--- config.mk ---
export PLATFORM = sky130hd
export DESIGN_NAME = code_conv_sched_flat
export DESIGN_NICKNAME = d
export VERILOG_FILES = /design/src/rtl/code_conv_sched_if.sv /design/src/rtl/code_conv_sched.sv /design/src/flat_wrapper.sv
export SDC_FILE = /design/constraint.sdc
export NUM_CORES = 1
export LEC_CHECK = 0
export CORE_MARGIN = 3
export CORE_UTILIZATION = 42
export DETAILED_ROUTE_END_ITERATION = 7
export PLACE_DENSITY = 0.76
export SLEW_MARGIN = 0
export SYNTH_ARGS = -nofsm -noshare
export SYNTH_HDL_FRONTEND = slang
export SYNTH_SLANG_ARGS = --single-unit
--- constraint.sdc ---
create_clock -name clk -period 2.5 [get_ports clk]
set_input_delay 0.25 -clock clk [delete_from_list [all_inputs] [get_ports clk]]
set_output_delay 0.25 -clock clk [all_outputs]
set_load 0.01 [all_outputs]
--- src/rtl/code_conv_sched_if.sv ---
// Requester/converter bundle for code_conv_sched; master = scheduler, slave = requesters + converter.
interface code_conv_sched_if #(
   parameter int unsigned NREQ = 4,
   parameter int unsigned IDW  = 2
);
   logic [NREQ-1:0]   req_valid;
   logic [4*NREQ-1:0] req_in;
   logic [2*NREQ-1:0] req_sel;
   logic [NREQ-1:0]   req_ready;
   logic [NREQ-1:0]   rsp_valid;
   logic [7:0]        rsp_data;
   logic              rsp_err;
   logic              conv_start;
   logic [3:0]        conv_in;
   logic [1:0]        conv_sel;
   logic              conv_done;
   logic [7:0]        conv_result;
   logic              busy;
   logic [IDW-1:0]    grant_id;

   modport master (
      input  req_valid, req_in, req_sel, conv_done, conv_result,
      output req_ready, rsp_valid, rsp_data, rsp_err,
             conv_start, conv_in, conv_sel, busy, grant_id
   );

   modport slave (
      output req_valid, req_in, req_sel, conv_done, conv_result,
      input  req_ready, rsp_valid, rsp_data, rsp_err,
             conv_start, conv_in, conv_sel, busy, grant_id
   );
endinterface

--- src/rtl/code_conv_sched.sv ---
// Round-robin scheduler sharing one gray/BCD/excess-3 converter among NREQ requesters.
// Optional WAIT-state abort counter enabled by defining CONV_TIMEOUT_EN.
module code_conv_sched #(
   parameter int unsigned NREQ = 4,
   parameter int unsigned IDW  = 2
`ifdef CONV_TIMEOUT_EN
   ,
   parameter int unsigned TIMEOUT = 15
`endif
) (
   input  logic                   clk,
   input  logic                   rst,
   code_conv_sched_if.master      bus
);

   typedef enum logic [1:0] {
      S_IDLE  = 2'd0,
      S_ISSUE = 2'd1,
      S_WAIT  = 2'd2,
      S_RESP  = 2'd3
   } state_t;

   state_t          r_state;
   logic [NREQ-1:0] r_req_ready;
   logic [NREQ-1:0] r_rsp_valid;
   logic [7:0]      r_rsp_data;
   logic            r_rsp_err;
   logic [7:0]      r_res_data;
   logic            r_res_err;
   logic            r_conv_start;
   logic [3:0]      r_conv_in;
   logic [1:0]      r_conv_sel;
   logic            r_busy;
   logic [IDW-1:0]  r_grant;
   logic [IDW-1:0]  r_ptr;

   logic [3:0]      w_in  [NREQ];
   logic [1:0]      w_sel [NREQ];
   logic            w_found;
   logic [IDW-1:0]  w_win;

`ifdef CONV_TIMEOUT_EN
   localparam int unsigned CW = $clog2(TIMEOUT + 1);
   logic [CW-1:0]   r_cnt;
`endif

   for (genvar g = 0; g < NREQ; g++) begin : g_split
      assign w_in[g]  = bus.req_in[4*g +: 4];
      assign w_sel[g] = bus.req_sel[2*g +: 2];
   end

   function automatic logic [IDW-1:0] rr_idx(input logic [IDW-1:0] base, input int unsigned off);
      int unsigned s;
      s = 32'(base) + off;
      if (s >= NREQ) s = s - NREQ;
      return IDW'(s);
   endfunction

   // First pending requester at or after the priority pointer, wrapping around.
   always_comb begin
      w_found = 1'b0;
      w_win   = '0;
      for (int unsigned k = 0; k < NREQ; k++) begin
         if (!w_found && bus.req_valid[rr_idx(r_ptr, k)]) begin
            w_found = 1'b1;
            w_win   = rr_idx(r_ptr, k);
         end
      end
   end

   always_ff @(posedge clk or posedge rst) begin
      if (rst) begin
         r_state      <= S_IDLE;
         r_req_ready  <= '0;
         r_rsp_valid  <= '0;
         r_rsp_data   <= '0;
         r_rsp_err    <= 1'b0;
         r_res_data   <= '0;
         r_res_err    <= 1'b0;
         r_conv_start <= 1'b0;
         r_conv_in    <= '0;
         r_conv_sel   <= '0;
         r_busy       <= 1'b0;
         r_grant      <= '0;
         r_ptr        <= '0;
`ifdef CONV_TIMEOUT_EN
         r_cnt        <= '0;
`endif
      end else begin
         r_req_ready  <= '0;
         r_rsp_valid  <= '0;
         r_conv_start <= 1'b0;
         case (r_state)
            S_IDLE: begin
               if (w_found) begin
                  r_req_ready[w_win] <= 1'b1;
                  r_grant            <= w_win;
                  r_conv_in          <= w_in[w_win];
                  r_conv_sel         <= w_sel[w_win];
                  r_busy             <= 1'b1;
                  // Illegal select never reaches the converter.
                  if (w_sel[w_win] == 2'd3) begin
                     r_res_data <= 8'h00;
                     r_res_err  <= 1'b1;
                     r_state    <= S_RESP;
                  end else begin
                     r_state    <= S_ISSUE;
                  end
               end
            end
            S_ISSUE: begin
               r_conv_start <= 1'b1;
`ifdef CONV_TIMEOUT_EN
               r_cnt        <= '0;
`endif
               r_state      <= S_WAIT;
            end
            S_WAIT: begin
               if (bus.conv_done) begin
                  r_res_data <= bus.conv_result;
                  r_res_err  <= 1'b0;
                  r_state    <= S_RESP;
               end
`ifdef CONV_TIMEOUT_EN
               else if (r_cnt == CW'(TIMEOUT - 1)) begin
                  r_res_data <= 8'hFF;
                  r_res_err  <= 1'b1;
                  r_state    <= S_RESP;
               end else begin
                  r_cnt      <= r_cnt + CW'(1);
               end
`endif
            end
            S_RESP: begin
               r_rsp_valid[r_grant] <= 1'b1;
               r_rsp_data           <= r_res_data;
               r_rsp_err            <= r_res_err;
               r_ptr                <= (r_grant == IDW'(NREQ - 1)) ? '0 : r_grant + IDW'(1);
               r_busy               <= 1'b0;
               r_state              <= S_IDLE;
            end
            default: r_state <= S_IDLE;
         endcase
      end
   end

   assign bus.req_ready  = r_req_ready;
   assign bus.rsp_valid  = r_rsp_valid;
   assign bus.rsp_data   = r_rsp_data;
   assign bus.rsp_err    = r_rsp_err;
   assign bus.conv_start = r_conv_start;
   assign bus.conv_in    = r_conv_in;
   assign bus.conv_sel   = r_conv_sel;
   assign bus.busy       = r_busy;
   assign bus.grant_id   = r_grant;

endmodule

--- src/flat_wrapper.sv ---
// flat-port wrapper written by rule: the top's interface ports become plain ports
module code_conv_sched_flat 
#(
   parameter int unsigned NREQ = 4,
   parameter int unsigned IDW  = 2

)
  (clk, rst, bus_req_valid, bus_req_in, bus_req_sel, bus_conv_done, bus_conv_result, bus_req_ready, bus_rsp_valid, bus_rsp_data, bus_rsp_err, bus_conv_start, bus_conv_in, bus_conv_sel, bus_busy, bus_grant_id);
  code_conv_sched_if #(.NREQ(NREQ), .IDW(IDW)) bus_i ();
  input  logic clk;
  input  logic rst;
  input wire logic [$bits(bus_i.req_valid)-1:0] bus_req_valid;
  input wire logic [$bits(bus_i.req_in)-1:0] bus_req_in;
  input wire logic [$bits(bus_i.req_sel)-1:0] bus_req_sel;
  input wire logic [$bits(bus_i.conv_done)-1:0] bus_conv_done;
  input wire logic [$bits(bus_i.conv_result)-1:0] bus_conv_result;
  output wire logic [$bits(bus_i.req_ready)-1:0] bus_req_ready;
  output wire logic [$bits(bus_i.rsp_valid)-1:0] bus_rsp_valid;
  output wire logic [$bits(bus_i.rsp_data)-1:0] bus_rsp_data;
  output wire logic [$bits(bus_i.rsp_err)-1:0] bus_rsp_err;
  output wire logic [$bits(bus_i.conv_start)-1:0] bus_conv_start;
  output wire logic [$bits(bus_i.conv_in)-1:0] bus_conv_in;
  output wire logic [$bits(bus_i.conv_sel)-1:0] bus_conv_sel;
  output wire logic [$bits(bus_i.busy)-1:0] bus_busy;
  output wire logic [$bits(bus_i.grant_id)-1:0] bus_grant_id;
  assign bus_i.req_valid = bus_req_valid;
  assign bus_i.req_in = bus_req_in;
  assign bus_i.req_sel = bus_req_sel;
  assign bus_i.conv_done = bus_conv_done;
  assign bus_i.conv_result = bus_conv_result;
  assign bus_req_ready = bus_i.req_ready;
  assign bus_rsp_valid = bus_i.rsp_valid;
  assign bus_rsp_data = bus_i.rsp_data;
  assign bus_rsp_err = bus_i.rsp_err;
  assign bus_conv_start = bus_i.conv_start;
  assign bus_conv_in = bus_i.conv_in;
  assign bus_conv_sel = bus_i.conv_sel;
  assign bus_busy = bus_i.busy;
  assign bus_grant_id = bus_i.grant_id;
  code_conv_sched #(.NREQ(NREQ), .IDW(IDW)) u_core (.clk(clk), .rst(rst), .bus(bus_i));
endmodule
==> results.py <==
metrics = {
    "outcome": {
        "status": "complete, no violations",
    },
    "final_layout": {
        "antenna_cells": 0,
        "drive_above_1_share_pct": 17.88,
        "area.growth.synth_to_final_pct": 46.10,
        "final_util_pct": 65.26,
        "layout_commonest_cell": "clkdlybuf4s50_1",
        "stdcell_area_mm2": 0.003164,
        "final_cell_mix": "64 x clkdlybuf4s50_1, 40 x dfrtp_1, 34 x nand2_1",
        "nets": 349,
    },
    "detailed_routing": {
        "via_per_inst": 5.393,
        "drtIter0Drc": 143,
        "first_pass_iters": 4,
        "ant_nets": 0,
        "wl_per_cell_um": 15.36,
        "num_vias": 1990,
        "routed_wl_mm": 5.666,
        "drc": 0,
    },
    "clock_network": {
        "cts_tree": "built",
        "htree_num_levels": 2,
        "cts_buffer_depth": 2,
        "ctsHoldBuffers": 0,
        "numCtsBuffers": 5,
        "cts_root_buf": "clkbuf_8",
        "clk_pin_slew_ns": 0.09,
        "clk_latency_ns": 0.30,
        "cts.sinks": 40,
        "cts_setup_buffers": 0,
    },
    "sta": {
        "setup_viol": 0,
        "finalHoldViolCount": 0,
        "skew_ns": 0.008854,
        "setup_tns_ns": 0,
        "slew-limit-headroom_pct": 58.41,
        "fmax_ghz": 0.4044,
        "slew_violations": 0,
        "fin_crit_sh_pct": 98.92,
        "finalCriticalPeriod_ns": 2.473,
        "worstMarginPinSlew_ns": 0.6239,
    },
    "worst_hold_path": {
        "hold_path_class": "in2async",
    },
    "synth": {
        "avgSynthCellArea_um2": 9.845,
        "synth_top_flop_cell": "dfrtp_1",
        "async_flop_share_pct": 100.0,
        "synth_cells": 220,
        "ys_types": 37,
        "ys_seq_elements": 40,
        "synth_warnings": 0,
        "synth_nets": 268,
        "synth_edf_count": 0,
        "syn-cell-area_mm2": 0.002166,
        "ys_seq_area_share_pct": 46.22,
    },
    "die": {
        "ios": 66,
        "core_area_mm2": 0.004848,
        "initial_utilization_pct": 44.67,
        "die_y_um": 77.81,
        "die_area_mm2": 0.006054,
        "placementRows": 25,
        "die_width_um": 77.81,
    },
    "worst_setup_path": {
        "r2r-end": "u_core.r_res_data[2]",
        "r2r_cells": 6,
        "crit_path_cell_trace": "clkdlybuf4s50_1 -> nor2b_2 -> or4b_4 -> a21bo_1 -> a32o_2 -> or4_1 -> o211ai_1",
        "startpoint": "bus_req_valid[2]",
        "worst-setup-path-type": "in2reg",
        "cp-end-kind": "flip-flop",
        "crit_path_start_kind": "primary input",
        "worst_ep_required_time_ns": 2.71,
        "cp_top_family": "simple AND/OR/NAND/NOR gates",
        "rr_startpoint": "u_core.r_state[0]",
        "slowest_stage": "or4b_4",
        "reg2reg_setup_slack_ns": 0.13,
        "cp.arrival_ns": 2.69,
        "max_stage_delay_ns": 0.57,
        "crit_fanout": 5,
        "path_buf_inv": 1,
    },
    "grt": {
        "grt_pass1_vias": 1972,
        "grt-ovfl-total": 0,
        "track_usage_pct": 19.32,
        "grt_antenna_before_repair": 0,
        "grt_max_degree": 41,
        "grt_pass1_wl_mm": 9.315,
    },
    "place": {
        "finalWeightedCongestion": 0.9568,
        "dpl.hpwl_mm": 4.023,
        "io_buffers": 65,
        "postPlaceCellArea_mm2": 0.003025,
    },
    "pwr": {
        "vdd_drop_max_mv": 0.5454,
        "p_per_area_mw_per_mm2": 1138,
        "total_leakage_power_nw": 1.370,
    },
    "job": {
        "maxCapViolations": 0,
    },
}
how the worst max path moves through the flow:
stage,endpoint,slack [ns],cells past startpoint
final,u_core.r_res_data[2],0.03,7
after global routing,u_core.r_res_data[2],-0.006,7
after CTS,u_core.r_res_data[2],0.01,7
after detailed placement,u_core.r_res_data[2],-0.35,7
after global placement,u_core.r_res_data[5],-0.24,7
after floorplan,u_core.r_res_data[0],0.10,8
per-stage QoR:
stage	setup slack [ns]	cells	hold slack [ns]	total power, mW
after global routing	-0.005616	369	0.4354	3.857
after CTS	0.009779	369	0.3936	3.605
final	0.02706	369	0.3748	3.601
after global placement	-0.2375	360	0.4664	2.960
after floorplan	0.1012	220	0.4678	2.210
after detailed placement	-0.3456	360	0.4735	3.018
cells in the mapped netlist (2+ instances only):
library cell  instances  share of area [%]
and2_1                5                1.4
o21ai_0               9                2.1
nand3_1               4               0.92
buf_2                 3               0.69
nor3_1               10                2.3
a32oi_1               2               0.81
ha_1                  9                5.2
a32o_1                2               0.92
nor4_1                2               0.58
mux2_2               15                7.8
inv_1                 6                1.0
nand2_1              34                5.9
nor3b_1               2               0.69
o211ai_1              9                3.1
clkbuf_1             10                1.7
nor2_1                8                1.4
mux2i_1               8                3.7
a21oi_1              10                2.3
or4_1                 9                3.1
dfrtp_1              40                 46
a221oi_1              2               0.81
nor2b_1               6                1.7
area by class of cell:
class / count / area, um^2
fillers: 406 / 1684
multi-input cells: 160 / 1107
flip-flops and latches: 40 / 1001
repair buffers: 88 / 838.3
well taps: 67 / 83.83
clock buffers: 5 / 68.82
clock inverters: 3 / 42.54
inverters: 6 / 22.52
flip-flops by register name, summed over array words and instances (netlist names):
| name | flops |
|---|---|
| u_core.bus.rsp_valid | 4 |
| u_core.bus.busy | 1 |
| u_core.bus.rsp_data | 8 |
| u_core.bus.rsp_err | 1 |
| u_core.bus.req_ready | 4 |
| u_core.bus.grant_id | 2 |
| u_core.bus.conv_start | 1 |
| u_core.r_res_err | 1 |
| u_core.r_state | 2 |
| u_core.bus.conv_in | 4 |
| u_core.r_res_data | 8 |
| u_core.r_ptr | 2 |
| u_core.bus.conv_sel | 2 |
what timing repair did:
action,in CTS,in global routing
cloned,1,0
setup endpoints to repair,6,7
resized for setup,3,3
pin swaps,1,0
report_power, final:
part | leakage (nW) | switching [mW] | internal [mW]
Sequential | 0.508 | 0.172 | 0.917
Combinational | 0.808 | 0.969 | 1.01
Clock | 0.0541 | 0.242 | 0.296
Total | 1.37 | 1.38 | 2.22
layer usage:
layer	GRT usage (%)	wire length [um]	vias to the layer above
met2	32.71	2787	77
met1	23.70	2389	931
met5	0	0	-
met3	4.060	343	18
met4	8.185	146	0
li1	-	-	964
cells by family (layout without fill, tap and decap cells):
family                   Yosys count  in the layout  share of synthesized area, %
buffers and inverters             21            102                         4.159
multiplexers                      23             23                         11.50
flip-flops                        40             40                         46.22
adder cells (fa/ha/maj)            9              9                         5.199
AO/OA/AOI/OAI                     42             43                         13.23
AND/OR/NAND/NOR                   85             85                         19.70
worst min-delay path: stages:
cell             delay, ns
clkdlybuf4s50_1       0.40
inv_1                 0.05
buf_4                 0.43
No activity file was read; power rests on OpenSTA's default activity.
